`config.mk`:
```
export PLATFORM = sky130hd
export DESIGN_NAME = multisim_server_chan_flat
export DESIGN_NICKNAME = d
export VERILOG_FILES = /design/src/rtl/multisim_server_chan_if.sv /design/src/rtl/multisim_server_chan.sv /design/src/flat_wrapper.sv
export SDC_FILE = /design/constraint.sdc
export NUM_CORES = 1
export LEC_CHECK = 0
export CORE_ASPECT_RATIO = 0.5
export CORE_MARGIN = 5
export CORE_UTILIZATION = 35
export DETAILED_ROUTE_END_ITERATION = 10
export DONT_BUFFER_PORTS = 1
export PLACE_DENSITY = 0.49
export REMOVE_ABC_BUFFERS = 1
export SETUP_SLACK_MARGIN = 0.2
export SYNTH_ARGS = -nofsm -noshare
export SYNTH_HDL_FRONTEND = slang
export SYNTH_SLANG_ARGS = --single-unit
```
`constraint.sdc`:
```
create_clock -name clk -period 6.9 [get_ports clk]
set_clock_uncertainty 0.15 [all_clocks]
set_input_delay 1.38 -clock clk [delete_from_list [all_inputs] [get_ports clk]]
set_output_delay 1.38 -clock clk [all_outputs]
set_load 0.02 [all_outputs]
```
`src/rtl/multisim_server_chan_if.sv`:
```
// Handshake bundle for one multisim server channel: client link rx/tx and RTL pull/push streams.
// slave = the channel endpoint, master = the client link plus RTL peers driving it.
interface multisim_server_chan_if #(
    parameter int DATA_WIDTH = 64
);
    logic                  link_rx_vld;
    logic [DATA_WIDTH-1:0] link_rx_data;
    logic                  link_rx_rdy;
    logic                  data_pull_rdy;
    logic                  data_pull_vld;
    logic [DATA_WIDTH-1:0] data_pull;
    logic                  data_push_vld;
    logic [DATA_WIDTH-1:0] data_push;
    logic                  data_push_rdy;
    logic                  link_tx_vld;
    logic [DATA_WIDTH-1:0] link_tx_data;
    logic                  link_tx_rdy;

    modport slave (
        input  link_rx_vld, link_rx_data, data_pull_rdy, data_push_vld, data_push, link_tx_rdy,
        output link_rx_rdy, data_pull_vld, data_pull, data_push_rdy, link_tx_vld, link_tx_data
    );

    modport master (
        output link_rx_vld, link_rx_data, data_pull_rdy, data_push_vld, data_push, link_tx_rdy,
        input  link_rx_rdy, data_pull_vld, data_pull, data_push_rdy, link_tx_vld, link_tx_data
    );
endinterface

```
`src/rtl/multisim_server_chan.sv`:
```
// Server-side multisim channel endpoint: FIFO P (client -> RTL) and FIFO T (RTL -> client), gated by connected.
// Define MULTISIM_SERVER_STATS_EN to add the 32-bit pull_count/push_count handshake counters.
module multisim_server_chan #(
    parameter int DATA_WIDTH = 64,
    parameter int FIFO_DEPTH = 4
) (
    input  logic                  clk,
    input  logic                  rst,
    input  logic                  connected,
    multisim_server_chan_if.slave bus
`ifdef MULTISIM_SERVER_STATS_EN
    ,
    output logic [31:0]           pull_count,
    output logic [31:0]           push_count
`endif
);
    localparam int AW = $clog2(FIFO_DEPTH);
    localparam int PW = AW + 1;
    localparam logic [PW-1:0] PTR_ONE = PW'(1);

    logic [DATA_WIDTH-1:0] p_mem [FIFO_DEPTH];
    logic [DATA_WIDTH-1:0] t_mem [FIFO_DEPTH];
    logic [PW-1:0]         p_wr, p_rd, t_wr, t_rd;
    logic                  p_full, p_empty, t_full, t_empty;
    logic                  p_push, p_pop, t_push, t_pop;
    logic                  rx_rdy, pull_vld, push_rdy, tx_vld;

    // Pointers carry one extra wrap bit so full and empty are distinguishable.
    assign p_empty = (p_wr == p_rd);
    assign p_full  = (p_wr == {~p_rd[AW], p_rd[AW-1:0]});
    assign t_empty = (t_wr == t_rd);
    assign t_full  = (t_wr == {~t_rd[AW], t_rd[AW-1:0]});

    assign rx_rdy   = connected && !p_full;
    assign pull_vld = !p_empty;
    assign push_rdy = connected && !t_full;
    assign tx_vld   = connected && !t_empty;

    assign p_push = bus.link_rx_vld && rx_rdy;
    assign p_pop  = bus.data_pull_rdy && pull_vld;
    assign t_push = bus.data_push_vld && push_rdy;
    assign t_pop  = bus.link_tx_rdy && tx_vld;

    assign bus.link_rx_rdy   = rx_rdy;
    assign bus.data_pull_vld = pull_vld;
    assign bus.data_pull     = pull_vld ? p_mem[p_rd[AW-1:0]] : '0;
    assign bus.data_push_rdy = push_rdy;
    assign bus.link_tx_vld   = tx_vld;
    assign bus.link_tx_data  = tx_vld ? t_mem[t_rd[AW-1:0]] : '0;

    always_ff @(posedge clk or posedge rst) begin
        if (rst) begin
            p_wr <= '0;
            p_rd <= '0;
            t_wr <= '0;
            t_rd <= '0;
        end else begin
            if (p_push) p_wr <= p_wr + PTR_ONE;
            if (p_pop)  p_rd <= p_rd + PTR_ONE;
            if (t_push) t_wr <= t_wr + PTR_ONE;
            if (t_pop)  t_rd <= t_rd + PTR_ONE;
        end
    end

    // Storage is not reset: the pointers alone decide which entries are live.
    always_ff @(posedge clk) begin
        if (p_push) p_mem[p_wr[AW-1:0]] <= bus.link_rx_data;
        if (t_push) t_mem[t_wr[AW-1:0]] <= bus.data_push;
    end

`ifdef MULTISIM_SERVER_STATS_EN
    always_ff @(posedge clk or posedge rst) begin
        if (rst) begin
            pull_count <= '0;
            push_count <= '0;
        end else begin
            if (p_pop) pull_count <= pull_count + 32'd1;
            if (t_pop) push_count <= push_count + 32'd1;
        end
    end
`endif
endmodule

```
`src/flat_wrapper.sv`:
```
// flat-port wrapper written by rule: the top's interface ports become plain ports
module multisim_server_chan_flat 
#(
    parameter int DATA_WIDTH = 64,
    parameter int FIFO_DEPTH = 4
)
  (clk, rst, connected, bus_link_rx_vld, bus_link_rx_data, bus_data_pull_rdy, bus_data_push_vld, bus_data_push, bus_link_tx_rdy, bus_link_rx_rdy, bus_data_pull_vld, bus_data_pull, bus_data_push_rdy, bus_link_tx_vld, bus_link_tx_data);
  multisim_server_chan_if #(.DATA_WIDTH(DATA_WIDTH)) bus_i ();
  input  logic clk;
  input  logic rst;
  input  logic connected;
  input wire logic [$bits(bus_i.link_rx_vld)-1:0] bus_link_rx_vld;
  input wire logic [$bits(bus_i.link_rx_data)-1:0] bus_link_rx_data;
  input wire logic [$bits(bus_i.data_pull_rdy)-1:0] bus_data_pull_rdy;
  input wire logic [$bits(bus_i.data_push_vld)-1:0] bus_data_push_vld;
  input wire logic [$bits(bus_i.data_push)-1:0] bus_data_push;
  input wire logic [$bits(bus_i.link_tx_rdy)-1:0] bus_link_tx_rdy;
  output wire logic [$bits(bus_i.link_rx_rdy)-1:0] bus_link_rx_rdy;
  output wire logic [$bits(bus_i.data_pull_vld)-1:0] bus_data_pull_vld;
  output wire logic [$bits(bus_i.data_pull)-1:0] bus_data_pull;
  output wire logic [$bits(bus_i.data_push_rdy)-1:0] bus_data_push_rdy;
  output wire logic [$bits(bus_i.link_tx_vld)-1:0] bus_link_tx_vld;
  output wire logic [$bits(bus_i.link_tx_data)-1:0] bus_link_tx_data;
  assign bus_i.link_rx_vld = bus_link_rx_vld;
  assign bus_i.link_rx_data = bus_link_rx_data;
  assign bus_i.data_pull_rdy = bus_data_pull_rdy;
  assign bus_i.data_push_vld = bus_data_push_vld;
  assign bus_i.data_push = bus_data_push;
  assign bus_i.link_tx_rdy = bus_link_tx_rdy;
  assign bus_link_rx_rdy = bus_i.link_rx_rdy;
  assign bus_data_pull_vld = bus_i.data_pull_vld;
  assign bus_data_pull = bus_i.data_pull;
  assign bus_data_push_rdy = bus_i.data_push_rdy;
  assign bus_link_tx_vld = bus_i.link_tx_vld;
  assign bus_link_tx_data = bus_i.link_tx_data;
  multisim_server_chan #(.DATA_WIDTH(DATA_WIDTH), .FIFO_DEPTH(FIFO_DEPTH)) u_core (.clk(clk), .rst(rst), .connected(connected), .bus(bus_i));
endmodule
```
==> results of run 1 <==
power by group through the flow:
stage,Combinational [mW],Clock [mW],Sequential (mW)
finish,3.32,2.58,4.23
global route,3.55,2.81,4.29
CTS,3.45,2.67,4.25
detailed placement,3.45,0,4.32
global placement,3.43,0,4.29
floorplan,2.74,0,4.37
final cells by class:
type                            count  area (µm²)
Tap cell                          768       960.9
Timing Repair Buffer               12       115.1
Sequential cell                   524       15690
Clock buffer                       64        1282
Inverter                            7       26.28
Multi-Input combinational cell    320        4599
Clock inverter                     23       216.5
Fill cell                        5109       34980
through the flow:
stage	setup slack [ns]	hold WS, ns	std cells	setup TNS, ns	total power [mW]
after floorplan	-3.447	0.3275	851	-252.71	7.109
after global placement	2.643	0.3511	1631	0	7.725
after detailed placement	2.539	0.3632	1631	0	7.767
after CTS	1.875	0.3767	1718	0	10.38
after global routing	1.693	0.3986	1718	0	10.65
final	2.075	0.3707	1718	0	10.13
layer usage:
metal | wire [µm] | vias up
met1 | 14830 | 4438
met2 | 22890 | 103
met3 | 1685 | 52
met5 | 0 | -
li1 | - | 3681
met4 | 607 | 0
cells in the mapped netlist (2+ instances only):
cell / instances
o311ai_0: 3
buf_12: 6
clkbuf_1: 4
buf_6: 10
nand3_1: 2
edfxtp_1: 512
mux4_2: 128
mux2_2: 3
and3_1: 2
nand2_1: 6
and2_1: 7
xor2_1: 7
a31oi_1: 3
inv_1: 7
ha_1: 10
dfrtp_1: 12
o31ai_1: 2
nor2b_4: 43
nor2b_1: 86
buf_2: 22
xnor2_1: 9
path summary, 6_finish.rpt:
kind	startpoint	end	slack, ns	cells after the start
setup / recovery	u_core.t_rd[0]	bus_link_tx_data[16]	2.07	4
hold / removal	u_core.p_rd[2]	u_core.p_rd[2]	0.37	1
setup reg to reg	u_core.p_rd[1]	u_core.p_mem[1][17]	2.81	5
hold reg to reg	u_core.p_rd[2]	u_core.p_rd[2]	0.37	1
max in group asynchronous	rst	u_core.p_rd[0]	5.63	1
min in group asynchronous	rst	u_core.t_rd[0]	0.56	1
cell usage in the layout, fill, tap and decap left out, types with 3 or more instances in the layout:
cell type	n
and2_2	3
and2_4	3
buf_4	10
bufinv_16	3
clkbuf_1	15
clkbuf_16	49
clkinv_1	11
dfrtp_1	8
edfxtp_1	512
ha_1	10
inv_1	7
inv_6	3
mux2_2	3
mux4_2	128
nand2_1	6
nor2b_1	86
nor2b_4	43
o311ai_0	3
xnor2_1	9
xor2_1	7
sequential cells by signal, indices dropped and copies added (netlist names):
name and count:
u_core.t_mem 256, u_core.t_wr 3, u_core.p_wr 3, u_core.t_rd 3, u_core.p_mem 256, u_core.p_rd 3
cells by family (layout without fill, tap and decap cells):
logic type               after synthesis  after routing  synth area share [%]
AO/OA/AOI/OAI                         13             13                0.5275
XOR/XNOR                              17             17                0.7579
adder cells (fa/ha/maj)               10             10                0.6063
buffers and inverters                 52            106                 1.995
flip-flops                           524            524                 75.95
multiplexers                         132            132                 14.19
AND/OR/NAND/NOR                      148            148                 5.972
worst max-delay path: cells and delay by family, from the launching register on:
family / cells / cell delay, ns
DFF: 1 / 0.96
buffers and inverters: 1 / 0.30
and+or+nand+nor: 1 / 0.17
AOI/OAI and AO/OA: 1 / 0.99
xor gates and xnor gates: 1 / 0.23
==> results.py, run 1 <==
metrics = {
    "floorplan": {
        "start_util_pct": 35.66,
        "fp.dieH_um": 181.7,
        "die_x_um": 353.4,
        "core_mm2": 0.05787,
        "io_pins": 267,
        "dieArea_mm2": 0.06422,
        "row_count": 62,
    },
    "worst_setup_path": {
        "max_stage_delay_ns": 0.99,
        "crit_chain": "xor2_1 > o31ai_4 > buf_12 > nor2b_1",
        "worstSetupPathType": "reg -> out",
        "cp_data_arrival_time_ns": 3.30,
        "crit_required_ns": 5.37,
        "crit_path_end_kind": "output pin",
        "worst-path-max-fanout": 40,
        "crit_path_start_kind": "flop",
        "critPathSlowestCell": "o31ai_4",
    },
    "clock_tree": {
        "clkLatencyLatePin_ns": 0.58,
        "cts_sinks": 524,
        "cts_tree": "yes",
        "cts-resized-gates": 0,
        "cts_setup_buffers": 0,
        "cts_max_path_buffers": 3,
        "clockRootBuffer": "clkbuf_16",
        "hold_buffers": 0,
        "htree_levels": 2,
        "cts_buffers": 49,
        "cts.reportedPaths.clkPinSlew_ns": 0.06,
    },
    "power": {
        "p_leak_nw": 7.198,
        "p_comb_share_pct": 32.8,
        "p_seq_share_pct": 41.8,
        "powerDensity_mw_per_mm2": 442.5,
        "p_switching_mw": 3.440,
        "p_sw_share_pct": 33.97,
        "vdd_ir_drop_max_mv": 0.2754,
        "p_clk_share_pct": 25.5,
        "internal-power_mw": 6.686,
    },
    "sta": {
        "hold_violations": 0,
        "fin_crit_ns": 4.825,
        "drv_slew": 0,
        "max_freq_mhz": 207.2,
        "max_slew_margin_pct": 23.97,
        "finalSetupViolations": 0,
        "rsz0062_at_grt": "false",
        "worst_pin_slew_ns": 1.140,
        "fin_crit_sh_pct": 69.93,
    },
    "routing": {
        "routed_wl_um": 40020,
        "vias": 8274,
        "via_per_inst": 4.816,
        "drc": 0,
        "drt-initial-drc-count": 427,
        "wl_per_cell_um": 23.29,
        "drt_first_pass_iters": 4,
        "ant_nets": 0,
    },
    "grt": {
        "grt_pass1_wl_um": 59930,
        "grt_util_met2_pct": 24.36,
        "grt_pass1_vias": 9360,
        "gr-total-overflow": 0,
        "use_met3_pct": 3.128,
        "grt_use_met1_pct": 13.25,
        "grt-busiest-layer": "met2",
        "antenna_found_initial": 0,
        "grt_max_degree": 68,
        "grt.total_usage_pct": 12.31,
    },
    "placed_design": {
        "portBuffers": 0,
        "gp_congestion": 0.6615,
        "placed_area_mm2": 0.02139,
        "dp_hpwl_um": 23320,
    },
    "synth": {
        "synth_edf_count": 512,
        "syn_avg_cell_area_um2": 23.03,
        "seq_area_frac_synth_pct": 75.95,
        "yosysTopAreaCellShare_pct": 74.50,
        "async_reset_ff_share_pct": 2.290,
        "ys_types": 33,
        "postSynthCellCount": 896,
        "synthFlopType": "edfxtp_1",
        "ys_seq_elements": 524,
        "yosys_warnings": 0,
        "synth.area.top_cells": "edfxtp_1 (74%), mux4_2 (14%), nor2b_4 (2.9%), nor2b_1 (2.6%), dfrtp_1 (1.5%)",
        "synth_area_leader_cell": "edfxtp_1",
        "synth_area_mm2": 0.02064,
    },
    "final_layout": {
        "nets": 1059,
        "antenna_cells": 0,
        "design_area_mm2": 0.02289,
        "syn2layout_area_growth_pct": 10.89,
        "drive_gt1_share_pct": 27.68,
        "fin_util_pct": 39.55,
    },
    "status": {
        "status": "finished clean",
    },
    "min_path": {
        "hold_path_class": "reg -> reg",
    },
    "flow_run": {
        "maxCapViolCount": 0,
    },
}
Power figures use the tool's default switching activity.
==> inputs of run 2 (changes only) <==
--- a/config.mk
+++ b/config.mk
@@ -5,12 +5,13 @@
 export SDC_FILE = /design/constraint.sdc
 export NUM_CORES = 1
 export LEC_CHECK = 0
+export ABC_AREA = 1
 export CORE_ASPECT_RATIO = 0.5
 export CORE_MARGIN = 5
 export CORE_UTILIZATION = 35
 export DETAILED_ROUTE_END_ITERATION = 10
 export DONT_BUFFER_PORTS = 1
-export PLACE_DENSITY = 0.49
+export PLACE_DENSITY = 0.51
 export REMOVE_ABC_BUFFERS = 1
 export SETUP_SLACK_MARGIN = 0.2
 export SYNTH_ARGS = -nofsm -noshare
==> constraint.sdc (replaced) <==
create_clock -name clk -period 4.4 [get_ports clk]
set_clock_uncertainty 0.15 [all_clocks]
set_input_delay 0.88 -clock clk [delete_from_list [all_inputs] [get_ports clk]]
set_output_delay 0.88 -clock clk [all_outputs]
set_load 0.02 [all_outputs]
==> run 2 against run 1 <==
  * Count of clock-buffer cells in the layout decreased by 4
  * Combinational power increased by 70%
  * Hold slack lost 0.29 ns
  * Clock power increased by 62%
  * Sequential cell count stayed put
  * Setup slack worse by 1.3 ns
  * Global-route usage rose by 2.1 points
  * Critical path depth up 4
  * Core utilization increased by 0.075 points
  * Register-to-register slack worse by 1.1 ns
  * Synthesized cell count is 82% higher
  * Final cell count up 42%
==> results.py, run 2 <==
metrics = {
    "flow_run": {
        "maxCapViolCount": 0,
    },
    "worst_setup_path": {
        "crit_path_end_kind": "output pin",
        "worstSetupPathType": "reg -> out",
        "crit_path_start_kind": "flop",
        "cp_data_arrival_time_ns": 2.57,
        "worst-path-max-fanout": 35,
        "crit_required_ns": 3.37,
    },
    "placed_design": {
        "pre_cts_ws_ns": 1.335,
        "dp_hpwl_um": 25410,
        "gp_congestion": 0.6995,
        "placed_area_mm2": 0.02183,
        "portBuffers": 0,
    },
    "grt": {
        "antenna_found_initial": 0,
        "grt_pass1_wl_um": 71850,
        "grt.total_usage_pct": 14.44,
        "gr-total-overflow": 0,
        "grt_pass1_vias": 12060,
        "grt_max_degree": 130,
    },
    "sta": {
        "fin_crit_ns": 3.598,
        "drv_slew": 0,
        "finalSetupViolations": 0,
        "hold_violations": 0,
        "max_freq_mhz": 277.9,
        "fin_crit_sh_pct": 81.78,
        "fin_ws_ns": 0.8016,
        "max_slew_margin_pct": 45.99,
        "rsz0062_at_grt": "false",
        "worst_pin_slew_ns": 0.8102,
    },
    "synth": {
        "synth_area_mm2": 0.02082,
        "ys_seq_elements": 524,
        "post-synth-top-count-cell": "edfxtp_1",
        "yosys_warnings": 0,
        "ys_types": 20,
        "async_reset_ff_share_pct": 2.290,
        "seq_area_frac_synth_pct": 75.27,
        "synthTopCellsByCount": "edfxtp_1 (512), nor2_1 (392), o21ai_0 (256)",
        "synth_area_leader_cell": "edfxtp_1",
        "syn_avg_cell_area_um2": 12.74,
        "synth_edf_count": 512,
        "synthFlopType": "edfxtp_1",
        "postSynthCellCount": 1634,
        "synth.area.top_cells": "edfxtp_1 (74%), nor2_1 (7.1%), o21ai_0 (6.2%), nand2_1 (2.1%), a21oi_2 (2.1%)",
        "yosysTopAreaCellShare_pct": 73.83,
    },
    "final_layout": {
        "fill_cells": 5542,
        "antenna_cells": 0,
        "drive_gt1_share_pct": 10.54,
        "design_area_mm2": 0.02339,
        "syn2layout_area_growth_pct": 12.33,
        "final_common_cell": "edfxtp_1",
        "layout_common_cells": "edfxtp_1 (512), nor2_1 (384), o21ai_0 (256)",
        "nets": 1769,
    },
    "power": {
        "internal-power_mw": 9.761,
        "vdd_ir_drop_max_mv": 0.3555,
        "power_mw": 16.09,
        "powerDensity_mw_per_mm2": 687.7,
        "p_switching_mw": 6.326,
        "p_seq_share_pct": 38.8,
        "p_sw_share_pct": 39.32,
        "p_clk_share_pct": 26.0,
        "p_leak_nw": 7.977,
        "p_comb_share_pct": 35.2,
    },
    "clock_tree": {
        "cts_max_path_buffers": 3,
        "clockRootBuffer": "clkbuf_16",
        "cts_buffers": 49,
        "hold_buffers": 0,
        "cts_tree": "yes",
        "cts_sinks": 524,
        "cts.reportedPaths.clkPinSlew_ns": 0.06,
        "cts_setup_buffers": 0,
        "clkLatencyLatePin_ns": 0.58,
        "htree_levels": 2,
        "cts-resized-gates": 0,
    },
    "floorplan": {
        "fp.dieH_um": 182.5,
        "row_count": 63,
        "core_mm2": 0.05904,
        "die_x_um": 355.0,
        "io_pins": 267,
        "dieArea_mm2": 0.06477,
        "start_util_pct": 35.27,
    },
    "routing": {
        "routed_wl_um": 47540,
        "vias": 11940,
        "ant_nets": 0,
        "drt_first_pass_iters": 4,
        "via_per_inst": 4.893,
        "drt-initial-drc-count": 710,
        "drc": 0,
        "wl_per_cell_um": 19.48,
    },
    "min_path": {
        "hold_path_class": "in -> async",
    },
    "status": {
        "status": "finished clean",
    },
}
## run 2: stage by stage
stage	instances	util, %	hold WS [ns]	TNS (ns)
3_3_place_gp	2353	36.97	0.3826	0
5_1_grt	2440	39.62	0.06964	0
4_1_cts	2440	39.62	0.04012	0
3_5_place_dp	2353	36.97	0.3918	0
2_1_floorplan	1535	-	0.3524	-1795.98
6_report	2440	39.62	0.07584	0
## run 2: path summary, 6_finish.rpt
kind / start / end / slack, ns / depth (start not counted)
worst max-delay path: u_core.t_wr[0] / bus_link_tx_data[63] / 0.80 / 8
worst min-delay path: rst / u_core.p_rd[2] / 0.08 / 1
worst max register to register: u_core.p_rd[1] / u_core.p_mem[0][14] / 1.71 / 7
worst min register to register: u_core.p_rd[2] / u_core.p_rd[2] / 0.40 / 2
max in group asynchronous: rst / u_core.t_rd[0] / 3.62 / 1
min in group clk: bus_data_push[49] / u_core.t_mem[2][49] / 0.24 / 0
## run 2: final cells by class
class / instances / area (µm²) / area share (%)
sequential: 524 / 15690 / 67.05
multi-input combinational: 924 / 4441 / 18.98
clock buffer: 60 / 1310 / 5.600
tap: 780 / 975.9 / 4.172
timing repair buffer: 38 / 397.9 / 1.701
inverter: 87 / 330.3 / 1.412
clock inverter: 27 / 252.7 / 1.080
## run 2: routing by layer
layer | GRT usage (%) | part of all wire (%)
met4 | 3.878 | 2.0
met1 | 16.42 | 40
met2 | 27.56 | 54
met3 | 3.056 | 3.6
met5 | 0 | 0
## run 2: power groups by stage
stage / Clock (mW) / Sequential, mW / Combinational [mW]
2_1_floorplan: 0 / 6.64 / 3.85
3_3_place_gp: 0 / 6.34 / 5.80
3_5_place_dp: 0 / 6.35 / 5.82
4_1_cts: 4.33 / 6.24 / 5.83
5_1_grt: 4.55 / 6.28 / 6.31
6_report: 4.19 / 6.24 / 5.66
## run 2: cell families after synthesis
group	Yosys count	share of synthesized area, %
AO/OA/AOI/OAI	384	10.50
XOR/XNOR	4	0.1682
adder cells (fa/ha/maj)	10	0.6008
buffers and inverters	186	3.791
flip-flops	524	75.27
AND/OR/NAND/NOR	526	9.673
## run 2: worst max-delay path, stage by stage, from the launching register on
cell	delay, ns
dfrtp_1	0.43
inv_1	0.14
nand2_1	0.06
nand2_1	0.09
nand3_2	0.15
nand2_4	0.51
buf_12	0.31
a21oi_1	0.08
buf_4	0.17
==> inputs of run 3 (changes only) <==
--- a/config.mk
+++ b/config.mk
@@ -11,7 +11,7 @@
 export CORE_UTILIZATION = 35
 export DETAILED_ROUTE_END_ITERATION = 10
 export DONT_BUFFER_PORTS = 1
-export PLACE_DENSITY = 0.51
+export PLACE_DENSITY = 0.49
 export REMOVE_ABC_BUFFERS = 1
 export SETUP_SLACK_MARGIN = 0.2
 export SYNTH_ARGS = -nofsm -noshare
==> constraint.sdc (replaced) <==
create_clock -name clk -period 3.5 [get_ports clk]
set_clock_uncertainty 0.15 [all_clocks]
set_input_delay 0.7 -clock clk [delete_from_list [all_inputs] [get_ports clk]]
set_output_delay 0.7 -clock clk [all_outputs]
set_load 0.02 [all_outputs]
==> run 3 against run 2 <==
  * Core utilization rose by 0.44 points
  * Largest cell class unchanged
  * Critical endpoint is now bus_link_tx_data[47]
  * Total power rose by 27%
  * Via count grew 0.75%
==> results.py, run 3 (synthesized netlist as in run 2, its figures left out) <==
metrics = {
    "grt": {
        "gr-total-overflow": 0,
        "grt_pass1_vias": 11940,
        "grt_pass1_wl_um": 73440,
        "grt.total_usage_pct": 14.67,
        "antenna_found_initial": 0,
        "grt_max_degree": 131,
    },
    "placed_design": {
        "gp_congestion": 0.7088,
        "pre_cts_ws_ns": 0.8225,
        "dp_hpwl_um": 25640,
        "placed_area_mm2": 0.02207,
        "portBuffers": 0,
    },
    "worst_setup_path": {
        "cp_data_arrival_time_ns": 2.27,
        "crit_required_ns": 2.65,
        "crit_path_end_kind": "output pin",
        "max_stage_delay_ns": 0.50,
        "crit_path_start_kind": "flop",
        "worst-path-max-fanout": 129,
        "rr_startpoint": "u_core.t_wr[0]",
        "critPathLaunch": "u_core.t_rd[0]",
        "worstSetupPathType": "reg -> out",
        "crit_chain": "clkinv_2 > buf_12 > o21ai_0 > a21oi_2 > buf_4",
        "critPathSlowestCell": "dfrtp_4",
    },
    "routing": {
        "via_per_inst": 4.866,
        "ant_nets": 0,
        "drc": 0,
        "drt_first_pass_iters": 4,
        "wl_per_cell_um": 19.66,
        "routed_wl_um": 48610,
        "drt-initial-drc-count": 787,
        "vias": 12030,
    },
    "floorplan": {
        "die_x_um": 355.0,
        "fp.dieH_um": 182.5,
        "row_count": 63,
        "io_pins": 267,
        "core_mm2": 0.05904,
        "start_util_pct": 35.27,
        "dieArea_mm2": 0.06477,
    },
    "clock_tree": {
        "cts_tree": "yes",
        "cts_setup_buffers": 0,
        "clkLatencyLatePin_ns": 0.57,
        "cts_sinks": 524,
        "clockRootBuffer": "clkbuf_16",
        "cts.reportedPaths.clkPinSlew_ns": 0.06,
        "htree_levels": 2,
        "cts_max_path_buffers": 3,
        "cts_buffers": 50,
    },
    "power": {
        "p_leak_nw": 8.128,
        "powerDensity_mw_per_mm2": 865.7,
        "vdd_ir_drop_max_mv": 0.5328,
    },
    "sta": {
        "hold_ws_ns": 0.06449,
        "fin_crit_ns": 3.124,
        "worst_pin_slew_ns": 0.6426,
        "max_freq_mhz": 320.1,
        "hold_violations": 0,
        "max_slew_margin_pct": 57.16,
        "fin_crit_sh_pct": 89.27,
        "drv_slew": 0,
        "rsz0062_at_grt": "false",
        "fin_ws_ns": 0.3756,
        "finalSetupViolations": 0,
    },
    "final_layout": {
        "nets": 1798,
        "final_common_cell": "edfxtp_1",
        "antenna_cells": 0,
        "layout_common_cells": "edfxtp_1 (512), nor2_1 (384), o21ai_0 (256)",
        "drive_gt1_share_pct": 11.64,
        "design_area_mm2": 0.02365,
        "syn2layout_area_growth_pct": 13.58,
    },
    "flow_run": {
        "maxCapViolCount": 0,
    },
    "min_path": {
        "hold_path_class": "in -> reg",
        "min_from": "bus_link_rx_data[0]",
    },
    "status": {
        "status": "finished clean",
    },
}
[run 3: cell count changes in the layout (fill, tap and decap cells not counted), sizes merged]
cell | previous run | this run
clkinv | 19 | 20
bufinv | 4 | 2
inv | 88 | 86
buf | 38 | 65
dlygate4sd3 | 0 | 1
clkbuf | 60 | 67
[run 3: area by class of cell]
| class | instances | area (µm²) |
|---|---|---|
| Fill cell | 5487 | 35390 |
| Tap cell | 780 | 975.9 |
| Clock inverter | 24 | 163.9 |
| Inverter | 87 | 330.3 |
| Timing Repair Buffer | 66 | 670.6 |
| Sequential cell | 524 | 15690 |
| Clock buffer | 67 | 1379 |
| Multi-Input combinational cell | 924 | 4449 |
[run 3: repair_timing]
action | 4_1_cts | 5_1_grt
gates resized for setup | 2 | 4
endpoints found under the hold margin | 12 | 0
setup endpoints to repair | 4 | 74
hold buffers | 1 | 0
pin swaps | 0 | 0
[run 3: critical path: cells and delay by family, from the launching register on]
kind            cells  cell delay (ns)
compound gates      2             0.53
flops               1             0.50
buf+inv             3             0.63
[run 3: where the power goes]
group,switching [mW],internal (mW)
clock network,2.30,2.90
registers,0.189,7.65
logic,5.54,1.90
total,8.03,12.4
[run 3: final timing paths]
kind	end	slack, ns	cells after the start
worst max register to register	u_core.t_mem[1][43]	0.96	7
worst max-delay path	bus_link_tx_data[47]	0.38	5
max in group asynchronous	u_core.p_rd[0]	2.35	2
worst min-delay path	u_core.p_mem[3][0]	0.06	0
min in group asynchronous	u_core.p_wr[2]	0.46	2
worst min register to register	u_core.p_rd[2]	0.40	2
[run 3: per-layer routing]
layer | vias to the layer above | global-route usage, % | wire length, µm
met5 | - | 0 | 0
met4 | 0 | 3.189 | 920
met3 | 71 | 3.276 | 2026
met2 | 155 | 26.56 | 25360
met1 | 5982 | 18.08 | 20300
li1 | 5820 | - | -
[run 3: per-stage QoR]
step	TNS (ns)	utilization [%]	std cells	power (mW)
floorplan	-2362.08	-	1535	13.18
global placement	0	37.38	2380	15.57
detailed placement	0	37.38	2380	15.59
CTS	0	40.02	2472	20.84
global route	0	40.06	2472	21.82
finish	0	40.06	2472	20.48
